[config.mk]
export PLATFORM = sky130hd
export DESIGN_NAME = fetch_unit
export DESIGN_NICKNAME = d
export VERILOG_FILES = /design/src/rtl/fetch_pkg.sv /design/src/rtl/program_counter.sv /design/src/rtl/fetch_unit.sv
export SDC_FILE = /design/constraint.sdc
export NUM_CORES = 1
export LEC_CHECK = 0
export CAP_MARGIN = 20
export CORE_MARGIN = 10
export CORE_UTILIZATION = 47
export CTS_CLUSTER_DIAMETER = 100
export DETAILED_ROUTE_END_ITERATION = 10
export GPL_ROUTABILITY_DRIVEN = 0
export PLACE_DENSITY = 0.85
export RECOVER_POWER = 50
export SYNTH_ARGS = -nofsm -noshare
export SYNTH_HDL_FRONTEND = slang
export SYNTH_SLANG_ARGS = --single-unit
[constraint.sdc]
create_clock -name clk -period 4.7 [get_ports clk]
set_clock_uncertainty 0.2 [all_clocks]
set_input_delay 1.175 -clock clk [delete_from_list [all_inputs] [get_ports clk]]
set_output_delay 1.175 -clock clk [all_outputs]
set_load 0.05 [all_outputs]
[src/rtl/fetch_pkg.sv]
// Shared types and default widths for the instruction fetch sequencer.
package fetch_pkg;

    // Sequencer states: one instruction takes FETCH -> LOAD -> EXEC.
    typedef enum logic [2:0] {
        IDLE   = 3'd0,
        FETCH  = 3'd1,
        LOAD   = 3'd2,
        EXEC   = 3'd3,
        HALTED = 3'd4
    } fetch_state_t;

    localparam int DEF_PC_W    = 10;
    localparam int DEF_INSTR_W = 9;
    localparam int DEF_OPC_W   = 8;
    localparam int DEF_CNT_W   = 16;

endpackage

[src/rtl/program_counter.sv]
// Program counter register: clear, absolute load, wrapping increment, hold.
module program_counter #(
    parameter int PC_W = 10
) (
    input  logic            clk,
    input  logic            reset,
    input  logic            i_clear,
    input  logic            i_load,
    input  logic [PC_W-1:0] i_target,
    input  logic            i_inc,
    output logic [PC_W-1:0] o_pc
);

    logic [PC_W-1:0] r_pc;

    // Clear wins over load, load wins over increment; otherwise hold.
    // Increment wraps from all-ones back to zero with no flag.
    always_ff @(posedge clk) begin
        if (reset || i_clear) begin
            r_pc <= '0;
        end else if (i_load) begin
            r_pc <= i_target;
        end else if (i_inc) begin
            r_pc <= r_pc + PC_W'(1);
        end
    end

    assign o_pc = r_pc;

endmodule

[src/rtl/fetch_unit.sv]
// Multi-cycle instruction fetch sequencer. Owns the PC, reads the
// instruction ROM, holds the current instruction for the control unit and
// picks the next PC from the decoded jump/halt results and the stall.
module fetch_unit
    import fetch_pkg::*;
#(
    parameter int PC_W    = DEF_PC_W,
    parameter int INSTR_W = DEF_INSTR_W,
    parameter int OPC_W   = DEF_OPC_W,
    parameter int CNT_W   = DEF_CNT_W
) (
    input  logic               clk,
    input  logic               reset,
    input  logic               start,
    output logic               imem_rd_en,
    output logic [PC_W-1:0]    imem_addr,
    input  logic [INSTR_W-1:0] imem_rdata,
    output logic [INSTR_W-1:0] instr,
    output logic [OPC_W-1:0]   opcode,
    output logic               instr_valid,
    input  logic               jump,
    input  logic [PC_W-1:0]    jump_target,
    input  logic               halt,
    input  logic               stall,
    output logic [PC_W-1:0]    pc,
    output logic               busy,
    output logic               done,
    output logic [CNT_W-1:0]   icount
);

    fetch_state_t       r_state;
    logic [INSTR_W-1:0] r_instr;
    logic [CNT_W-1:0]   r_icount;
    logic               r_imem_rd_en;
    logic               r_instr_valid;
    logic               r_busy;
    logic               r_done;

    logic               w_pc_clear;
    logic               w_pc_load;
    logic               w_pc_inc;
    logic [PC_W-1:0]    w_pc;

    // PC controls: a start from IDLE/HALTED restarts at 0; in EXEC an
    // unstalled, non-halting instruction either jumps or steps by one.
    // A halt keeps the PC pointing at the halting instruction.
    always_comb begin
        w_pc_clear = 1'b0;
        w_pc_load  = 1'b0;
        w_pc_inc   = 1'b0;
        case (r_state)
            IDLE, HALTED: w_pc_clear = start;
            EXEC: begin
                if (!stall && !halt) begin
                    if (jump) begin
                        w_pc_load = 1'b1;
                    end else begin
                        w_pc_inc = 1'b1;
                    end
                end
            end
            default: ;
        endcase
    end

    program_counter #(
        .PC_W (PC_W)
    ) u_pc (
        .clk      (clk),
        .reset    (reset),
        .i_clear  (w_pc_clear),
        .i_load   (w_pc_load),
        .i_target (jump_target),
        .i_inc    (w_pc_inc),
        .o_pc     (w_pc)
    );

    // Sequencer FSM. Status outputs are registered and set for the state
    // being entered, so they never depend combinationally on inputs.
    always_ff @(posedge clk) begin
        if (reset) begin
            r_state       <= IDLE;
            r_instr       <= '0;
            r_icount      <= '0;
            r_imem_rd_en  <= 1'b0;
            r_instr_valid <= 1'b0;
            r_busy        <= 1'b0;
            r_done        <= 1'b0;
        end else begin
            case (r_state)
                IDLE: begin
                    if (start) begin
                        r_state      <= FETCH;
                        r_icount     <= '0;
                        r_imem_rd_en <= 1'b1;
                        r_busy       <= 1'b1;
                    end
                end
                FETCH: begin
                    // ROM answers one cycle after the strobe.
                    r_state      <= LOAD;
                    r_imem_rd_en <= 1'b0;
                end
                LOAD: begin
                    r_state       <= EXEC;
                    r_instr       <= imem_rdata;
                    r_instr_valid <= 1'b1;
                end
                EXEC: begin
                    // Stall freezes everything, so jump/halt are only
                    // acted on in the cycle the instruction retires.
                    if (!stall) begin
                        r_icount      <= r_icount + CNT_W'(1);
                        r_instr_valid <= 1'b0;
                        if (halt) begin
                            r_state <= HALTED;
                            r_busy  <= 1'b0;
                            r_done  <= 1'b1;
                        end else begin
                            r_state      <= FETCH;
                            r_imem_rd_en <= 1'b1;
                        end
                    end
                end
                HALTED: begin
                    if (start) begin
                        r_state      <= FETCH;
                        r_icount     <= '0;
                        r_done       <= 1'b0;
                        r_busy       <= 1'b1;
                        r_imem_rd_en <= 1'b1;
                    end
                end
                default: begin
                    r_state       <= IDLE;
                    r_imem_rd_en  <= 1'b0;
                    r_instr_valid <= 1'b0;
                    r_busy        <= 1'b0;
                    r_done        <= 1'b0;
                end
            endcase
        end
    end

    assign imem_rd_en  = r_imem_rd_en;
    assign imem_addr   = w_pc;
    assign pc          = w_pc;
    assign instr       = r_instr;
    assign opcode      = r_instr[INSTR_W-1 -: OPC_W];
    assign instr_valid = r_instr_valid;
    assign busy        = r_busy;
    assign done        = r_done;
    assign icount      = r_icount;

endmodule

==> flow_summary.html <==
<table>
<tr><th>Metric</th><th>Value</th></tr>
<tr><th colspan="2">CTS</th></tr>
<tr><td>Htree depth</td><td>2</td></tr>
<tr><td>Clock input transition at the sequential cells of the worst setup and hold paths</td><td>0.08 ns</td></tr>
<tr><td>Total number of clock tree sinks</td><td>42</td></tr>
<tr><td>CTS max path bufs</td><td>2</td></tr>
<tr><td>CTS root buf</td><td>sky130_fd_sc_hd__clkbuf_8</td></tr>
<tr><td>TritonCTS clock tree</td><td>done</td></tr>
<tr><td>Total of hold buffers inserted after clock tree synthesis</td><td>0</td></tr>
<tr><td>Latest clock arrival within the worst-skew pair</td><td>0.29 ns</td></tr>
<tr><td>Number of setup buffers added after CTS</td><td>0</td></tr>
<tr><td>Number of buffers created by CTS</td><td>5</td></tr>
<tr><td>Cells resized by post-CTS repair</td><td>0</td></tr>
<tr><th colspan="2">Global route</th></tr>
<tr><td>Overall Global Routing Usage</td><td>between 10% and 20%</td></tr>
<tr><td>Vias in the first global route</td><td>1997</td></tr>
<tr><td>Largest net degree at the start of global routing</td><td>27</td></tr>
<tr><td>Number of antenna violations at the first check in global routing</td><td>0</td></tr>
<tr><td>First-pass GRT wire length</td><td>9910 um</td></tr>
<tr><td>Residual overflow from global routing</td><td>0</td></tr>
<tr><th colspan="2">Drt</th></tr>
<tr><td>Residual DRC</td><td>0</td></tr>
<tr><td>Ratio of routed vias to standard cells</td><td>5.65</td></tr>
<tr><td>Total routed wirelength</td><td>6170 um</td></tr>
<tr><td>Total number of vias</td><td>2137</td></tr>
<tr><td>Number of iterations in the first detailed-routing pass</td><td>4</td></tr>
<tr><td>Number of nets with antenna violations after detailed routing</td><td>0</td></tr>
<tr><td>Routed WL per cell</td><td>16.3 um</td></tr>
<tr><td>Initial DRC count</td><td>about 120</td></tr>
<tr><th colspan="2">Floorplanning</th></tr>
<tr><td>Die X-Extent</td><td>slightly below 90 um</td></tr>
<tr><td>Effective utilization at floorplan</td><td>49.2%</td></tr>
<tr><td>Cell row count</td><td>24</td></tr>
<tr><td>DIE AREA</td><td>roughly 7700 um2</td></tr>
<tr><td>Height of the die</td><td>88.0 um</td></tr>
<tr><td>Number of top-level pins</td><td>82</td></tr>
<tr><td>Core box area</td><td>approximately 4400 um2</td></tr>
<tr><th colspan="2">Critical path</th></tr>
<tr><td>Most Frequent Cell on Critical Path</td><td>sky130_fd_sc_hd__o21ai_0</td></tr>
<tr><td>Data arrival time of the critical path</td><td>between 3 and 4 ns</td></tr>
<tr><td>Type of the worst setup path</td><td>in -&gt; reg</td></tr>
<tr><td>Worst path cell trace</td><td>dlygate4sd3_1 &gt; inv_1 &gt; o21ai_0 &gt; clkbuf_1 &gt; o32a_1 &gt; o21ai_0</td></tr>
<tr><td>Worst Setup Start Kind</td><td>primary input</td></tr>
<tr><td>CP Capture Type</td><td>flip-flop</td></tr>
<tr><td>Family of cells with the greatest summed delay on the critical path</td><td>buffers and inverters</td></tr>
<tr><td>Required time at the worst-slack endpoint</td><td>around 4.7 ns</td></tr>
<tr><td>CP Buf/Inv Count</td><td>3</td></tr>
<tr><td>CP peak stage delay</td><td>about 0.94 ns</td></tr>
<tr><td>Worst path slowest cell</td><td>sky130_fd_sc_hd__dlygate4sd3_1</td></tr>
<tr><td>Largest driver fanout on the critical path</td><td>22</td></tr>
<tr><th colspan="2">Finish</th></tr>
<tr><td>Area Overhead vs Synth</td><td>35.0%</td></tr>
<tr><td>Post-route core utilization</td><td>66.4%</td></tr>
<tr><td>FILL cells</td><td>379</td></tr>
<tr><td>Inserted Diodes</td><td>0</td></tr>
<tr><td>Cell area after layout</td><td>between 2000 and 3000 um2</td></tr>
<tr><td># nets final</td><td>352</td></tr>
<tr><td>Fraction of layout cells with a size suffix above 1</td><td>3.99%</td></tr>
<tr><th colspan="2">STA</th></tr>
<tr><td>Worst-case setup margin in the final layout</td><td>around 1.2 ns</td></tr>
<tr><td>Number of hold violations in the final report</td><td>0</td></tr>
<tr><td>Fraction of the cycle the final worst path needs</td><td>75.4%</td></tr>
<tr><td>RSZ-0062 raised after global routing</td><td>false</td></tr>
<tr><td>Top achievable clock speed</td><td>0.282 GHz</td></tr>
<tr><td>Slew Viols, Final</td><td>0</td></tr>
<tr><td>Sum Neg Setup Slack</td><td>0 ns</td></tr>
<tr><td>Worst slew margin</td><td>32.8%</td></tr>
<tr><td>Time the final worst path needs with I/O delays and setup</td><td>3.54 ns</td></tr>
<tr><td>Slew @ Worst Pin</td><td>1.01 ns</td></tr>
<tr><td>Final setup vio count</td><td>0</td></tr>
<tr><td>Worst hold slack</td><td>0.270 ns</td></tr>
<tr><th colspan="2">Logic synthesis</th></tr>
<tr><td>Syn Nets</td><td>296</td></tr>
<tr><td>Synthesized instance count</td><td>269</td></tr>
<tr><td>Most instantiated library cell after synthesis</td><td>sky130_fd_sc_hd__dfxtp_1</td></tr>
<tr><td>Top flip-flop cell by instance count after synthesis</td><td>sky130_fd_sc_hd__dfxtp_1</td></tr>
<tr><td>Number of enable-type register cells in the synthesized netlist</td><td>0</td></tr>
<tr><td>Synthesized area divided by synthesized cell count</td><td>8.07 um2</td></tr>
<tr><td>Top cells by area in the synthesized netlist</td><td>sky130_fd_sc_hd__dfxtp_1 39%, sky130_fd_sc_hd__buf_4 7.6%, sky130_fd_sc_hd__a21oi_1 6.9%</td></tr>
<tr><td>Synth top cells by count</td><td>42 x sky130_fd_sc_hd__dfxtp_1, 30 x sky130_fd_sc_hd__a21oi_1, 28 x sky130_fd_sc_hd__nand2_1, 25 x sky130_fd_sc_hd__o21ai_0, 22 x sky130_fd_sc_hd__buf_4</td></tr>
<tr><td>Share of synthesized flip-flops with an asynchronous set or reset</td><td>0%</td></tr>
<tr><td>Mapped Area</td><td>2170 um2</td></tr>
<tr><td>Sequential area share after synthesis</td><td>between 30% and 40%</td></tr>
<tr><td>Largest area contributor in the netlist</td><td>sky130_fd_sc_hd__dfxtp_1</td></tr>
<tr><td>Synth cell types</td><td>43</td></tr>
<tr><td>Area share of the largest cell type after synthesis</td><td>38.7%</td></tr>
<tr><td>Yosys reg bits</td><td>42</td></tr>
<tr><td>Count of yosys warnings during synthesis</td><td>0</td></tr>
<tr><th colspan="2">Placed design</th></tr>
<tr><td>Post-placement setup slack</td><td>1.34 ns</td></tr>
<tr><td>Cell area reported after detailed placement</td><td>roughly 2900 um2</td></tr>
<tr><td>Number of port buffers</td><td>slightly above 80</td></tr>
<tr><td>Post-DP HPWL</td><td>4470 um</td></tr>
<tr><th colspan="2">Min path</th></tr>
<tr><td>Classification of the worst-slack hold path</td><td>reg -&gt; reg</td></tr>
<tr><th colspan="2">Power and ir drop</th></tr>
<tr><td>Worst supply voltage drop on vdd</td><td>0.220 mV</td></tr>
<tr><td>Leakage</td><td>1.05 nW</td></tr>
<tr><td>Total power divided by cell area</td><td>272 nW/um2</td></tr>
<tr><th colspan="2">Run</th></tr>
<tr><td>Number of maximum-capacitance violations</td><td>0</td></tr>
<tr><th colspan="2">Status</th></tr>
<tr><td>Result of the run</td><td>complete, no violations</td></tr>
</table>
path summary, 6_finish.rpt:
path,startpoint,to,slack [ns],cells after the start
max,reset,u_pc.o_pc[9],1.16,6
min,instr[0],instr[0],0.27,2
min reg2reg,instr[0],instr[0],0.27,2
max reg2reg,r_state[0],icount[15],2.09,5
registers in the layout, summed over array words and instances, names as in the netlist:
signal / count
done: 1
u_pc.o_pc: 10
imem_rd_en: 1
instr_valid: 1
icount: 16
busy: 1
r_state: 3
instr: 9
final cells by class:
type | instances | area, um2 | share of cell area, %
multi-input cells | 187 | 1090 | 37.2
flip-flops and latches | 42 | 841 | 28.7
repair buffers | 83 | 818 | 27.9
clock buffers | 6 | 82.6 | 2.82
well taps | 52 | 65.1 | 2.22
inverters | 6 | 22.5 | 0.768
clock inverters | 2 | 12.5 | 0.427
where the power goes:
part	internal, W	leakage (nW)	switching [W]
Sequential	0.000369	0.340	0.0000158
Clock	0.000118	0.0472	0.000123
Combinational	0.0000612	0.662	0.000111
Total	0.000548	1.05	0.000249
worst register-to-register path, stage by stage, from the launching register on:
cell and delay [ns]:
sky130_fd_sc_hd__dfxtp_1 0.51, sky130_fd_sc_hd__nor3b_1 0.30, sky130_fd_sc_hd__clkbuf_1 0.41, sky130_fd_sc_hd__o211ai_1 0.38, sky130_fd_sc_hd__or4_1 0.59, sky130_fd_sc_hd__a21oi_1 0.15
cell families after synthesis:
| family | synth area share [%] |
|---|---|
| mux | 1.84 |
| buf+inv | 10.8 |
| flops | 38.7 |
| xor+xnor | 2.42 |
| fa+ha+maj | 1.15 |
| simple gates | 21.4 |
| compound gates | 23.6 |
per-stage QoR:
stage / std cells / power (W)
2_1_floorplan: 269 / 0.000514
6_report: 378 / 0.000797
5_1_grt: 378 / 0.000834
3_3_place_gp: 370 / 0.000570
4_1_cts: 378 / 0.000811
3_5_place_dp: 370 / 0.000571
metal layers:
layer	up-vias	global-route usage [%]	part of all wire, %
met1	1004	18.6	43
li1	1069	-	-
met5	-	0	0
met2	60	25.6	49
met4	0	5.65	0.78
met3	4	4.92	7.5
cell usage in the layout (no fill, tap or decap), types with 3 or more instances in the layout:
cell type / n
sky130_fd_sc_hd__clkbuf_8: 6
sky130_fd_sc_hd__a21oi_1: 30
sky130_fd_sc_hd__and4_1: 4
sky130_fd_sc_hd__o31ai_1: 3
sky130_fd_sc_hd__nand2b_1: 5
sky130_fd_sc_hd__a31oi_1: 5
sky130_fd_sc_hd__o21a_1: 5
sky130_fd_sc_hd__nor2_1: 20
sky130_fd_sc_hd__mux2i_1: 4
sky130_fd_sc_hd__dlygate4sd3_1: 22
sky130_fd_sc_hd__inv_1: 6
sky130_fd_sc_hd__xor2_1: 6
sky130_fd_sc_hd__nand3_1: 6
sky130_fd_sc_hd__o21ai_0: 25
sky130_fd_sc_hd__dfxtp_1: 42
sky130_fd_sc_hd__and3_1: 3
sky130_fd_sc_hd__nand4_1: 4
sky130_fd_sc_hd__or3_1: 7
sky130_fd_sc_hd__o211ai_1: 3
sky130_fd_sc_hd__clkdlybuf4s50_1: 59
sky130_fd_sc_hd__nand2_1: 28
sky130_fd_sc_hd__or4_1: 3
Power figures use the tool's default switching activity.
